===== config.mk =====
export PLATFORM = sky130hd
export DESIGN_NAME = instr_queue
export DESIGN_NICKNAME = d
export VERILOG_FILES = /design/src/rtl/instr_queue.sv
export SDC_FILE = /design/constraint.sdc
export NUM_CORES = 1
export LEC_CHECK = 0
export CAP_MARGIN = 20
export CORE_MARGIN = 5
export CORE_UTILIZATION = 45
export CTS_CLUSTER_DIAMETER = 40
export DETAILED_ROUTE_END_ITERATION = 8
export PLACE_DENSITY = 0.73
export SYNTH_ARGS = -nofsm -noshare
export SYNTH_HDL_FRONTEND = slang
export SYNTH_SLANG_ARGS = --single-unit

===== constraint.sdc =====
create_clock -name clk -period 3.2 [get_ports clk]
set_input_delay 0.48 -clock clk [delete_from_list [all_inputs] [get_ports clk]]
set_output_delay 0.48 -clock clk [all_outputs]
set_load 0.02 [all_outputs]

===== src/rtl/instr_queue.sv =====
// instr_queue
// -----------
// Decoupling FIFO between the instruction fetch unit and decode. Each
// fetched {pc, instr} pair is captured together with an exception tag that
// marks PCs which are misaligned or fall outside instruction memory. A
// tagged entry carries a nop (32'h0) in place of its instruction word. A
// redirect (flush) discards every queued entry so no wrong-path instruction
// reaches decode.
//
// Parameters:
//   DEPTH       number of entries (power of two, >= 2)
//   IMEM_BASE   first valid instruction byte address
//   IMEM_WORDS  instruction memory size in 32-bit words
//
// Ports:
//   clk        rising-edge clock for all state
//   reset      asynchronous, active-low; clears all state
//   in_valid   fetch presents a pair
//   in_ready   queue can accept a pair this cycle (registered state only)
//   in_pc      PC of the fetched instruction
//   in_instr   fetched instruction word
//   flush      redirect; empties the queue, highest priority
//   out_valid  head entry available
//   out_ready  decode consumes the head this cycle
//   out_pc     head PC (0 when out_valid=0)
//   out_instr  head instruction (0 when out_valid=0)
//   out_exc    head PC misaligned or outside instruction memory
//   count      current occupancy
//
// Build option:
//   INSTR_QUEUE_BYPASS_EN  when defined, an incoming pair is presented on
//   out_* in the same cycle while the queue is empty; if decode takes it,
//   it is never stored. When undefined there is no combinational in->out
//   path and the minimum latency is one cycle.

module instr_queue #(
  parameter int          DEPTH      = 4,
  parameter logic [31:0] IMEM_BASE  = 32'h0000_3000,
  parameter int          IMEM_WORDS = 4096
) (
  input  logic                     clk,
  input  logic                     reset,
  input  logic                     in_valid,
  output logic                     in_ready,
  input  logic [31:0]              in_pc,
  input  logic [31:0]              in_instr,
  input  logic                     flush,
  output logic                     out_valid,
  input  logic                     out_ready,
  output logic [31:0]              out_pc,
  output logic [31:0]              out_instr,
  output logic                     out_exc,
  output logic [$clog2(DEPTH):0]   count
);

  localparam int AW = $clog2(DEPTH);

  // One-past-the-end of instruction memory, kept 33 bits wide so a memory
  // that reaches the top of the address space cannot wrap to a small value.
  localparam logic [32:0] IMEM_END = {1'b0, IMEM_BASE} + 33'(IMEM_WORDS) * 33'd4;
  localparam logic [AW:0] FULL_CNT = (AW + 1)'(DEPTH);

  logic [31:0]   pc_mem    [DEPTH];
  logic [31:0]   instr_mem [DEPTH];
  logic          exc_mem   [DEPTH];
  logic [AW-1:0] head;
  logic [AW-1:0] tail;

  logic        in_exc;
  logic [31:0] in_instr_eff;
  logic        stored_valid;
  logic        bypass_active;
  logic        bypass_take;
  logic        push;
  logic        pop;

  assign in_exc = (in_pc[1:0] != 2'b00) ||
                  (in_pc < IMEM_BASE) ||
                  ({1'b0, in_pc} >= IMEM_END);
  assign in_instr_eff = in_exc ? 32'h0 : in_instr;

  assign stored_valid = (count != '0);
  assign in_ready     = (count != FULL_CNT);

`ifdef INSTR_QUEUE_BYPASS_EN
  assign bypass_active = (count == '0) && in_valid && !flush;
  assign bypass_take   = bypass_active && out_ready;
`else
  assign bypass_active = 1'b0;
  assign bypass_take   = 1'b0;
`endif

  // A bypassed pair that decode consumes immediately must not also be stored.
  assign push = in_valid && in_ready && !flush && !bypass_take;
  assign pop  = stored_valid && out_ready && !flush;

  // Head entry takes precedence; the bypass path only drives out_* while
  // nothing is stored. Outputs are forced to zero when nothing is valid.
  always_comb begin
    out_valid = stored_valid || bypass_active;
    out_pc    = 32'h0;
    out_instr = 32'h0;
    out_exc   = 1'b0;
    if (stored_valid) begin
      out_pc    = pc_mem[head];
      out_instr = instr_mem[head];
      out_exc   = exc_mem[head];
    end else if (bypass_active) begin
      out_pc    = in_pc;
      out_instr = in_instr_eff;
      out_exc   = in_exc;
    end
  end

  // Pointer, occupancy and storage update. Flush wins over push and pop and
  // returns both pointers to zero.
  always_ff @(posedge clk or negedge reset) begin
    if (!reset) begin
      head  <= '0;
      tail  <= '0;
      count <= '0;
      for (int i = 0; i < DEPTH; i++) begin
        pc_mem[i]    <= 32'h0;
        instr_mem[i] <= 32'h0;
        exc_mem[i]   <= 1'b0;
      end
    end else if (flush) begin
      head  <= '0;
      tail  <= '0;
      count <= '0;
    end else begin
      if (push) begin
        pc_mem[tail]    <= in_pc;
        instr_mem[tail] <= in_instr_eff;
        exc_mem[tail]   <= in_exc;
        tail            <= tail + AW'(1);
      end
      if (pop) begin
        head <= head + AW'(1);
      end
      case ({push, pop})
        2'b10:   count <= count + (AW + 1)'(1);
        2'b01:   count <= count - (AW + 1)'(1);
        default: count <= count;
      endcase
    end
  end

endmodule


==> tab_implementation.tex, run 1 <==
\begin{tabular}{lr}
\hline
Metric & Value \\
\hline
\multicolumn{2}{l}{\textbf{Status}} \\
\quad Status & finished, final reports clean \\
\multicolumn{2}{l}{\textbf{Global route}} \\
\quad Remaining global-route overflow & 0 \\
\quad Pin count of the biggest net entering global routing & around 130 \\
\quad First-pass GRT wire length & 57.13 mm \\
\quad Total routing resource utilization after global routing & between 20\% and 30\% \\
\quad Number of global-route vias before repair & approximately 11000 \\
\quad Initial antenna violation count & 4 \\
\multicolumn{2}{l}{\textbf{Placement}} \\
\quad Placement Setup Slack & 0.4937 ns \\
\quad Number of input and output port buffers inserted & 138 \\
\quad Placed cell count & 1798 \\
\quad Dpl cell area & between 0.01 and 0.015 mm2 \\
\quad Detailed placement HPWL & 20.62 mm \\
\quad Placer Congestion & about 0.79 \\
\multicolumn{2}{l}{\textbf{Yosys}} \\
\quad Share of async-settable or async-resettable flops after synthesis & 100.0\% \\
\quad Synthesized area divided by synthesized cell count & approximately 9.7 um2 \\
\quad Number of warnings issued by yosys & 0 \\
\quad Mapped Cells & 1341 \\
\quad Most frequently used flop master after synthesis & dfrtp\_1 \\
\quad Post-synth EDFFs & 0 \\
\quad Synth unique cells & 39 \\
\quad Number of storage elements in the synthesis netlist & 267 \\
\quad Net count after synthesis & 1415 \\
\quad Post-Synthesis Cell Area & 0.01306 mm2 \\
\quad Register area share after synthesis & 51.15\% \\
\multicolumn{2}{l}{\textbf{Die}} \\
\quad Chip width & 180.4 um \\
\quad \# IOs & 139 \\
\quad Area of the core & between 0.02 and 0.03 mm2 \\
\quad Area of the die & 0.03253 mm2 \\
\quad Rows & 62 \\
\quad Initial core utilization & 45.51\% \\
\quad Die Height & between 150 and 200 um \\
\multicolumn{2}{l}{\textbf{Power and ir drop}} \\
\quad Power share of the sequential group & 40.3\% \\
\quad Logic pwr share & a little under a fifth \\
\quad Total power & 10700 uW \\
\quad Sw Ratio & 28.46\% \\
\quad Leakage & 0.007101 uW \\
\quad P\_sw & 3044 uW \\
\quad Total power density per cell area & between 600 and 700 mW/mm2 \\
\quad Share of power burned in the clock network & about two fifths \\
\quad Internal Pwr Total & 7653 uW \\
\quad Worst IR drop on VDD & roughly 0.38 mV \\
\multicolumn{2}{l}{\textbf{Clock tree}} \\
\quad CTS max path bufs & 3 \\
\quad Master cell of the clock root buffer & clkbuf\_16 \\
\quad Number of cells upsized or downsized after cts & 0 \\
\quad Clock network latency to the later pin of the worst-skew pair & 0.51 ns \\
\quad Clock tree from TritonCTS & yes \\
\quad CTS buffer count & 40 \\
\quad Clock sink count & 267 \\
\quad Clock transition at the registers of the reported paths & approximately 0.050 ns \\
\quad \# H-tree levels & 2 \\
\multicolumn{2}{l}{\textbf{STA}} \\
\quad Setup repair after global routing missed its margin & no \\
\quad Relative slew slack & 44.39\% \\
\quad Worst setup margin & 0.1248 ns \\
\quad Setup violation total in the final timing report & 0 \\
\quad Measured slew at the worst slew-check pin & between 0.8 and 0.9 ns \\
\quad Number of pins with negative max-slew slack in the final report & 0 \\
\quad Final count of hold timing violations & 0 \\
\quad TNS Setup & 0 ns \\
\quad Largest clock skew in the final design & 0.01375 ns \\
\quad Highest attainable clock frequency & 0.3252 GHz \\
\quad Final clock period utilization by the worst path & 96.10\% \\
\quad Fin crit period & between 3 and 4 ns \\
\multicolumn{2}{l}{\textbf{Detailed routing}} \\
\quad Post-detailed-routing wire length & 34.67 mm \\
\quad Average wire length per cell after detail routing & about 19 um \\
\quad Overall via count from detail\_route & 10010 \\
\quad DRC errors left & 0 \\
\quad Initial DRT Pass Iterations & 5 \\
\quad ANT nets after route & 0 \\
\quad Post-detailed-route via-to-cell ratio & 5.360 \\
\quad Initial DRC count & between 800 and 900 \\
\multicolumn{2}{l}{\textbf{Worst hold path}} \\
\quad Cell depth of the worst min-delay path & 2 \\
\quad Path type of the worst min-delay path & reg -> reg \\
\quad End point of the worst hold path & pc\_mem[102]\$\_DFFE\_PN0P\_ \\
\quad Hold wc startpoint & pc\_mem[102]\$\_DFFE\_PN0P\_ \\
\multicolumn{2}{l}{\textbf{Cells and area}} \\
\quad Fillcell total & 2462 \\
\quad Number of standard cells in the layout, taps in and fillers out & around 1900 \\
\quad Fin nets & 1531 \\
\quad Synth-to-Final Area Change & 22.43\% \\
\quad Number of antenna repair diodes & 0 \\
\quad Final Instance Area & 0.01599 mm2 \\
\quad Ratio of cells with drive above 1 in the final layout & between 10\% and 20\% \\
\multicolumn{2}{l}{\textbf{Setup path}} \\
\quad Data required time of the critical path & 2.72 ns \\
\quad Reg2reg start & count[2]\$\_DFFE\_PN0P\_ \\
\quad FF-to-FF End & count[1]\$\_DFFE\_PN0P\_ \\
\quad Critical Path Start Type & flip-flop \\
\quad Delay of the slowest cell on the worst path & about 0.56 ns \\
\quad Path type of the worst setup path & reg -> out \\
\quad Depth of the worst register-to-register path & 7 \\
\quad Slowest stage cell, crit path & or3\_2 \\
\quad CP max FO & 47 \\
\quad CP endpoint kind & primary output \\
\quad Reg2Reg Setup Slack & between 0.6 and 0.7 ns \\
\quad WP data arrival & 2.60 ns \\
\quad Sequence of cells on the critical path & or3\_2, buf\_4, and2\_1, clkdlybuf4s50\_1 \\
\multicolumn{2}{l}{\textbf{Flow run}} \\
\quad Maxcap violations & 0 \\
\hline
\end{tabular}
==> registers in the layout (all words and copies together), names as in the netlist <==
name	flops
instr_mem	128
pc_mem	128
exc_mem	4
count	3
head	2
tail	2
==> repair_timing <==
item | 4_1_cts | 5_1_grt
hold buffers | 1 | 0
setup buffers | 0 | 0
endpoints found under the hold margin | 60 | 0
==> cell usage after synthesis (5+ instances only) <==
library cell / instances / area (um2)
o21ai_0: 15 / 75.07
buf_2: 16 / 80.08
nand3_1: 7 / 35.03
dfrtp_1: 267 / 6681
o21ai_2: 63 / 551.8
mux4_2: 65 / 1464
clkbuf_1: 18 / 67.56
and2_1: 65 / 406.6
nand2_1: 653 / 2451
o21ai_1: 58 / 290.3
buf_6: 35 / 394.1
buf_1: 5 / 18.77
buf_4: 25 / 187.7
==> final cells by class <==
cell class,instances,area [um2],share of cell area [%]
timing repair buffer,173,1802,11.27
clock inverter,24,280.3,1.753
inverter,4,15.01,0.09390
sequential,267,6689,41.83
tap,384,480.5,3.005
clock buffer,45,1051,6.573
multi-input combinational,971,5673,35.48
==> cells by family after synthesis <==
kind of cell    Yosys count  synth area share, %
compound gates          149                7.683
xor+xnor                  4               0.2683
fa+ha+maj                 5               0.5365
buf+inv                 103                5.843
flops                   267                51.15
mux                      66                11.28
simple gates            747                23.23
==> worst max-delay path: cells and delay by family (launching register included) <==
| family | cells | cell delay, ns |
|---|---|---|
| buf+inv | 2 | 0.85 |
| flops | 1 | 0.37 |
| simple gates | 2 | 0.82 |
==> power by group through the flow <==
stage	clock network (uW)	registers [uW]	logic, uW
global route	4590	4370	2240
detailed placement	0	4350	2030
floorplan	0	4240	1330
finish	4360	4310	2020
CTS	4410	4300	2050
global placement	0	4310	1970
==> routing by layer <==
layer | routed length (um) | track usage, % | share of wire [%] | vias to the layer above
li1 | - | - | - | 4612
met1 | 14470 | 28.59 | 42 | 4969
met2 | 17110 | 36.11 | 49 | 360
met3 | 2395 | 4.683 | 6.9 | 65
met4 | 651 | 5.263 | 1.9 | 6
met5 | 41 | 0 | 0.12 | -
==> cells in the final DEF (no fill, tap or decap), types with 4 or more instances in the layout <==
| master | synthesis | routed |
|---|---|---|
| clkinvlp_4 | 0 | 8 |
| buf_4 | 25 | 22 |
| clkdlybuf4s50_1 | 0 | 137 |
| inv_6 | 0 | 5 |
| bufinv_16 | 0 | 4 |
| o21ai_0 | 15 | 15 |
| o21ai_2 | 63 | 63 |
| and3_2 | 0 | 4 |
| clkbuf_16 | 0 | 41 |
| inv_1 | 4 | 4 |
| ha_1 | 4 | 4 |
| o21ai_1 | 58 | 58 |
| nand3_4 | 0 | 4 |
| and2_1 | 65 | 65 |
| dfrtp_1 | 267 | 265 |
| mux4_2 | 65 | 65 |
| buf_12 | 0 | 12 |
| clkinv_4 | 0 | 4 |
| a21oi_1 | 4 | 4 |
| nand2_1 | 653 | 653 |
==> through the flow <==
step	util [%]	hold slack, ns
finish	55.71	0.4714
global route	55.71	0.4893
CTS	55.71	0.4730
detailed placement	51.04	0.4587
global placement	51.04	0.4521
floorplan	-	0.1844
==> worst max path at each step <==
stage                              start                         end  slack [ns]
floorplan           count[0]$_DFFE_PN0P_        count[1]$_DFFE_PN0P_        0.75
global placement                in_pc[1]   instr_mem[63]$_DFFE_PN0P_        0.53
detailed placement              in_pc[1]  instr_mem[127]$_DFFE_PN0P_        0.49
CTS                 count[2]$_DFFE_PN0P_                out_instr[0]        0.09
global route        count[2]$_DFFE_PN0P_                     out_exc        0.02
finish              count[2]$_DFFE_PN0P_                out_instr[0]        0.12
No activity file was read; power rests on OpenSTA's default activity.
==> inputs of run 2 (changes only) <==
TNS_END_PERCENT = 20   (was unset)
==> results of run 2 <==
Final layout, timing and power as in run 1 (identical DEF).
==> inputs of run 3 (changes only) <==
ABC_AREA = 1   (was unset)
==> run 3 against run 2 <==
Compared with the run above: the run now ends with negative hold slack left; largest cell class unchanged; clock power hardly changed; hold slack worse by 0.47 ns; clock-buffer cell count did not move; die area shrank 1.7%; combinational power increased by 120%.
==> tab_implementation.tex, run 3 <==
\begin{tabular}{lr}
\hline
Metric & Value \\
\hline
\multicolumn{2}{l}{\textbf{Cells and area}} \\
\quad Number of standard cells in the layout, taps in and fillers out & around 2200 \\
\quad Final Instance Area & 0.01575 mm2 \\
\quad Leading cell type in the layout, fill and taps excluded & nand2\_1 \\
\quad Number of antenna repair diodes & 0 \\
\quad Fin nets & 1823 \\
\quad Ratio of cells with drive above 1 in the final layout & $\sim$9\% \\
\quad Top Registers & instr\_mem (128), pc\_mem (128), exc\_mem (4) \\
\quad Top library cells by usage in the layout, fill and taps aside & 528 x nand2\_1, 271 x nor2\_1, 265 x o21ai\_0, 265 x dfrtp\_1, 137 x clkdlybuf4s50\_1 \\
\quad Synth-to-Final Area Change & 22.81\% \\
\multicolumn{2}{l}{\textbf{Yosys}} \\
\quad Dominant cell by count in the synthesized netlist & nand2\_1 \\
\quad Most frequently used flop master after synthesis & dfrtp\_1 \\
\quad Number of warnings issued by yosys & 0 \\
\quad Number of storage elements in the synthesis netlist & 267 \\
\quad Synth Area in Compound Gates & roughly an eighth \\
\quad Net count after synthesis & 1724 \\
\quad Share of the synthesized area in the top cell type & 52.10\% \\
\quad Mapped Cells & between 1500 and 2000 \\
\quad Most common library cells after synthesis & 528 x nand2\_1, 271 x nor2\_1, 267 x dfrtp\_1 \\
\quad Share of async-settable or async-resettable flops after synthesis & 100.0\% \\
\quad Synth unique cells & 26 \\
\quad Post-synth EDFFs & 0 \\
\quad Largest area contributor in the synthesized netlist & dfrtp\_1 \\
\quad Post-Synthesis Cell Area & 0.01282 mm2 \\
\quad Top area cells in the synthesized netlist & dfrtp\_1 52\%, nand2\_1 15\%, o21ai\_0 10\% \\
\quad Share of synthesized cell area in full adder, half adder and majority cells & less than 1\% \\
\quad Mux cell area share after synthesis & 0\% \\
\quad Xor and xnor area share after synthesis & 0.06829\% \\
\quad Register area share after synthesis & 52.10\% \\
\quad Main combinational cell family by area after synthesis & simple AND/OR/NAND/NOR gates \\
\quad Simple-gate portion of the synthesized area & 27.13\% \\
\quad Synthesized area divided by synthesized cell count & 7.773 um2 \\
\multicolumn{2}{l}{\textbf{Placement}} \\
\quad Placed cell count & 2083 \\
\quad Number of input and output port buffers inserted & about 140 \\
\quad Detailed placement HPWL & 20.61 mm \\
\quad Dpl cell area & 0.01439 mm2 \\
\quad Placer Congestion & approximately 0.8 \\
\multicolumn{2}{l}{\textbf{Die}} \\
\quad Initial core utilization & a little under half \\
\quad Chip width & 178.8 um \\
\quad Rows & 61 \\
\quad Die Height & 178.8 um \\
\quad \# IOs & approximately 140 \\
\quad Area of the die & 0.03198 mm2 \\
\quad Area of the core & 0.02793 mm2 \\
\multicolumn{2}{l}{\textbf{Clock tree}} \\
\quad CTS buffer count & 40 \\
\quad Clock transition at the registers of the reported paths & $\sim$0.060 ns \\
\quad Number of cells upsized or downsized after cts & 0 \\
\quad Clock network latency to the later pin of the worst-skew pair & 0.52 ns \\
\quad Clock sink count & around 270 \\
\quad CTS max path bufs & 3 \\
\quad \# H-tree levels & 2 \\
\quad Post-CTS Hold Buffers & 0 \\
\quad Post-CTS setup buffers & 2 \\
\quad Master cell of the clock root buffer & clkbuf\_16 \\
\quad Clock tree from TritonCTS & yes \\
\multicolumn{2}{l}{\textbf{STA}} \\
\quad Final count of hold timing violations & 1 \\
\quad Setup repair after global routing missed its margin & no \\
\quad Relative slew slack & 49.10\% \\
\quad Measured slew at the worst slew-check pin & 0.7634 ns \\
\quad Highest attainable clock frequency & 0.3261 GHz \\
\quad Final-layout worst hold slack & -0.002567 ns \\
\quad Largest clock skew in the final design & 0.01718 ns \\
\quad Fin crit period & approximately 3 ns \\
\quad Final clock period utilization by the worst path & 95.83\% \\
\quad Setup violation total in the final timing report & 0 \\
\quad TNS Setup & 0 ns \\
\quad Number of pins with negative max-slew slack in the final report & 0 \\
\multicolumn{2}{l}{\textbf{Setup path}} \\
\quad CP max FO & 63 \\
\quad Reg2reg start & count[0]\$\_DFFE\_PN0P\_ \\
\quad Data required time of the critical path & 2.72 ns \\
\quad FF-to-FF End & count[2]\$\_DFFE\_PN0P\_ \\
\quad Delay of the slowest cell on the worst path & 0.68 ns \\
\quad Sequence of cells on the critical path & buf\_12, nor2\_1, nor2\_1, o21ai\_0, a21oi\_1, clkdlybuf4s50\_1 \\
\quad Critical Path Start Type & flip-flop \\
\quad Reg2Reg Setup Slack & 1.12 ns \\
\quad Depth of the worst register-to-register path & 13 \\
\quad Slowest stage cell, crit path & clkdlybuf4s50\_1 \\
\quad CP endpoint kind & primary output \\
\quad WP data arrival & 2.59 ns \\
\quad Path type of the worst setup path & reg -> out \\
\quad Most frequent cell on the critical path & nor2\_1 \\
\multicolumn{2}{l}{\textbf{Power and ir drop}} \\
\quad Internal Pwr Total & 8478 uW \\
\quad Power share of the sequential group & about a third \\
\quad Total power density per cell area & 849.7 mW/mm2 \\
\quad Share of power burned in the clock network & 32.4\% \\
\quad Total power & 13380 uW \\
\quad Sw Ratio & 36.65\% \\
\quad Leakage & 0.007723 uW \\
\quad P\_sw & roughly 4900 uW \\
\quad Logic pwr share & 33.7\% \\
\quad Worst IR drop on VDD & $\sim$0.52 mV \\
\multicolumn{2}{l}{\textbf{Status}} \\
\quad Violations in the final reports & negative hold slack \\
\quad Status & complete, but fails checks \\
\multicolumn{2}{l}{\textbf{Detailed routing}} \\
\quad Post-detailed-route via-to-cell ratio & 5.156 \\
\quad DRC errors left & 0 \\
\quad Initial DRT Pass Iterations & 5 \\
\quad ANT nets after route & 0 \\
\quad Overall via count from detail\_route & 11130 \\
\quad Average wire length per cell after detail routing & 16.26 um \\
\quad Initial DRC count & 1231 \\
\quad Post-detailed-routing wire length & 35.08 mm \\
\multicolumn{2}{l}{\textbf{Global route}} \\
\quad Number of global-route vias before repair & 11070 \\
\quad First-pass GRT wire length & approximately 58 mm \\
\quad Total routing resource utilization after global routing & between 20\% and 30\% \\
\quad Pin count of the biggest net entering global routing & 99 \\
\quad Initial antenna violation count & 0 \\
\quad Remaining global-route overflow & 0 \\
\multicolumn{2}{l}{\textbf{Worst hold path}} \\
\quad Path type of the worst min-delay path & in -> async \\
\multicolumn{2}{l}{\textbf{Flow run}} \\
\quad Maxcap violations & 0 \\
\hline
\end{tabular}
==> run 3: cell count changes after synthesis, sizes merged, moves of 4 or more <==
cell and delta:
mux4 -65, nor2 +299, a21oi +64, and2 -65
nand2 -110, clkbuf +6, nor4 -4, o21ai +129
inv +76, and3 -4, nand3 +6
==> run 3: kinds of logic after synthesis <==
family	Yosys count
AOI/OAI and AO/OA	334
xor gates and xnor gates	1
adders and majority gates	5
buffers and inverters	185
DFF	267
and+or+nand+nor	858
==> run 3: critical path, delay by kind of cell (launching register included) <==
family	cells	cell delay [ns]
buf+inv	2	0.97
flops	1	0.47
compound gates	2	0.44
simple gates	2	0.20
==> run 3: metrics by stage <==
| stage | utilization (%) | setup slack (ns) |
|---|---|---|
| 6_report | 56.38 | 0.1333 |
| 5_1_grt | 56.38 | 0.01826 |
| 4_1_cts | 56.38 | 0.1446 |
| 3_5_place_dp | 51.51 | 0.5742 |
| 3_3_place_gp | 51.51 | 0.6023 |
| 2_1_floorplan | - | 1.088 |
==> run 3: metal layers <==
| metal | vias up | part of all wire, % | global-route usage [%] |
|---|---|---|---|
| met5 | - | 0 | 0 |
| met1 | 5271 | 45 | 30.81 |
| met4 | 0 | 2.3 | 6.908 |
| met3 | 58 | 6.9 | 3.901 |
| li1 | 5377 | - | - |
| met2 | 420 | 46 | 35.81 |
==> run 3: worst max path at each step <==
stage	from	endpoint	cells past startpoint
6_report	head[0]$_DFFE_PN0P_	out_instr[27]	6
4_1_cts	head[0]$_DFFE_PN0P_	out_pc[0]	5
3_5_place_dp	head[1]$_DFFE_PN0P_	out_pc[31]	6
5_1_grt	head[0]$_DFFE_PN0P_	out_instr[27]	6
3_3_place_gp	head[1]$_DFFE_PN0P_	out_pc[31]	6
2_1_floorplan	count[0]$_DFFE_PN0P_	count[2]$_DFFE_PN0P_	13
==> run 3: final cells by class <==
| class | instances | area (um2) |
|---|---|---|
| inverter | 80 | 309.0 |
| multi-input combinational | 1198 | 5233 |
| tap | 378 | 473.0 |
| sequential | 267 | 6686 |
| timing repair buffer | 162 | 1704 |
| clock inverter | 28 | 272.8 |
| fill | 2541 | 12180 |
| clock buffer | 45 | 1072 |
==> run 3: power groups by stage <==
stage | Sequential, uW | Clock [uW] | Combinational, uW
3_5_place_dp | 4570 | 0 | 4500
5_1_grt | 4610 | 4550 | 4970
4_1_cts | 4520 | 4400 | 4540
3_3_place_gp | 4540 | 0 | 4460
2_1_floorplan | 4450 | 0 | 2750
6_report | 4530 | 4340 | 4510
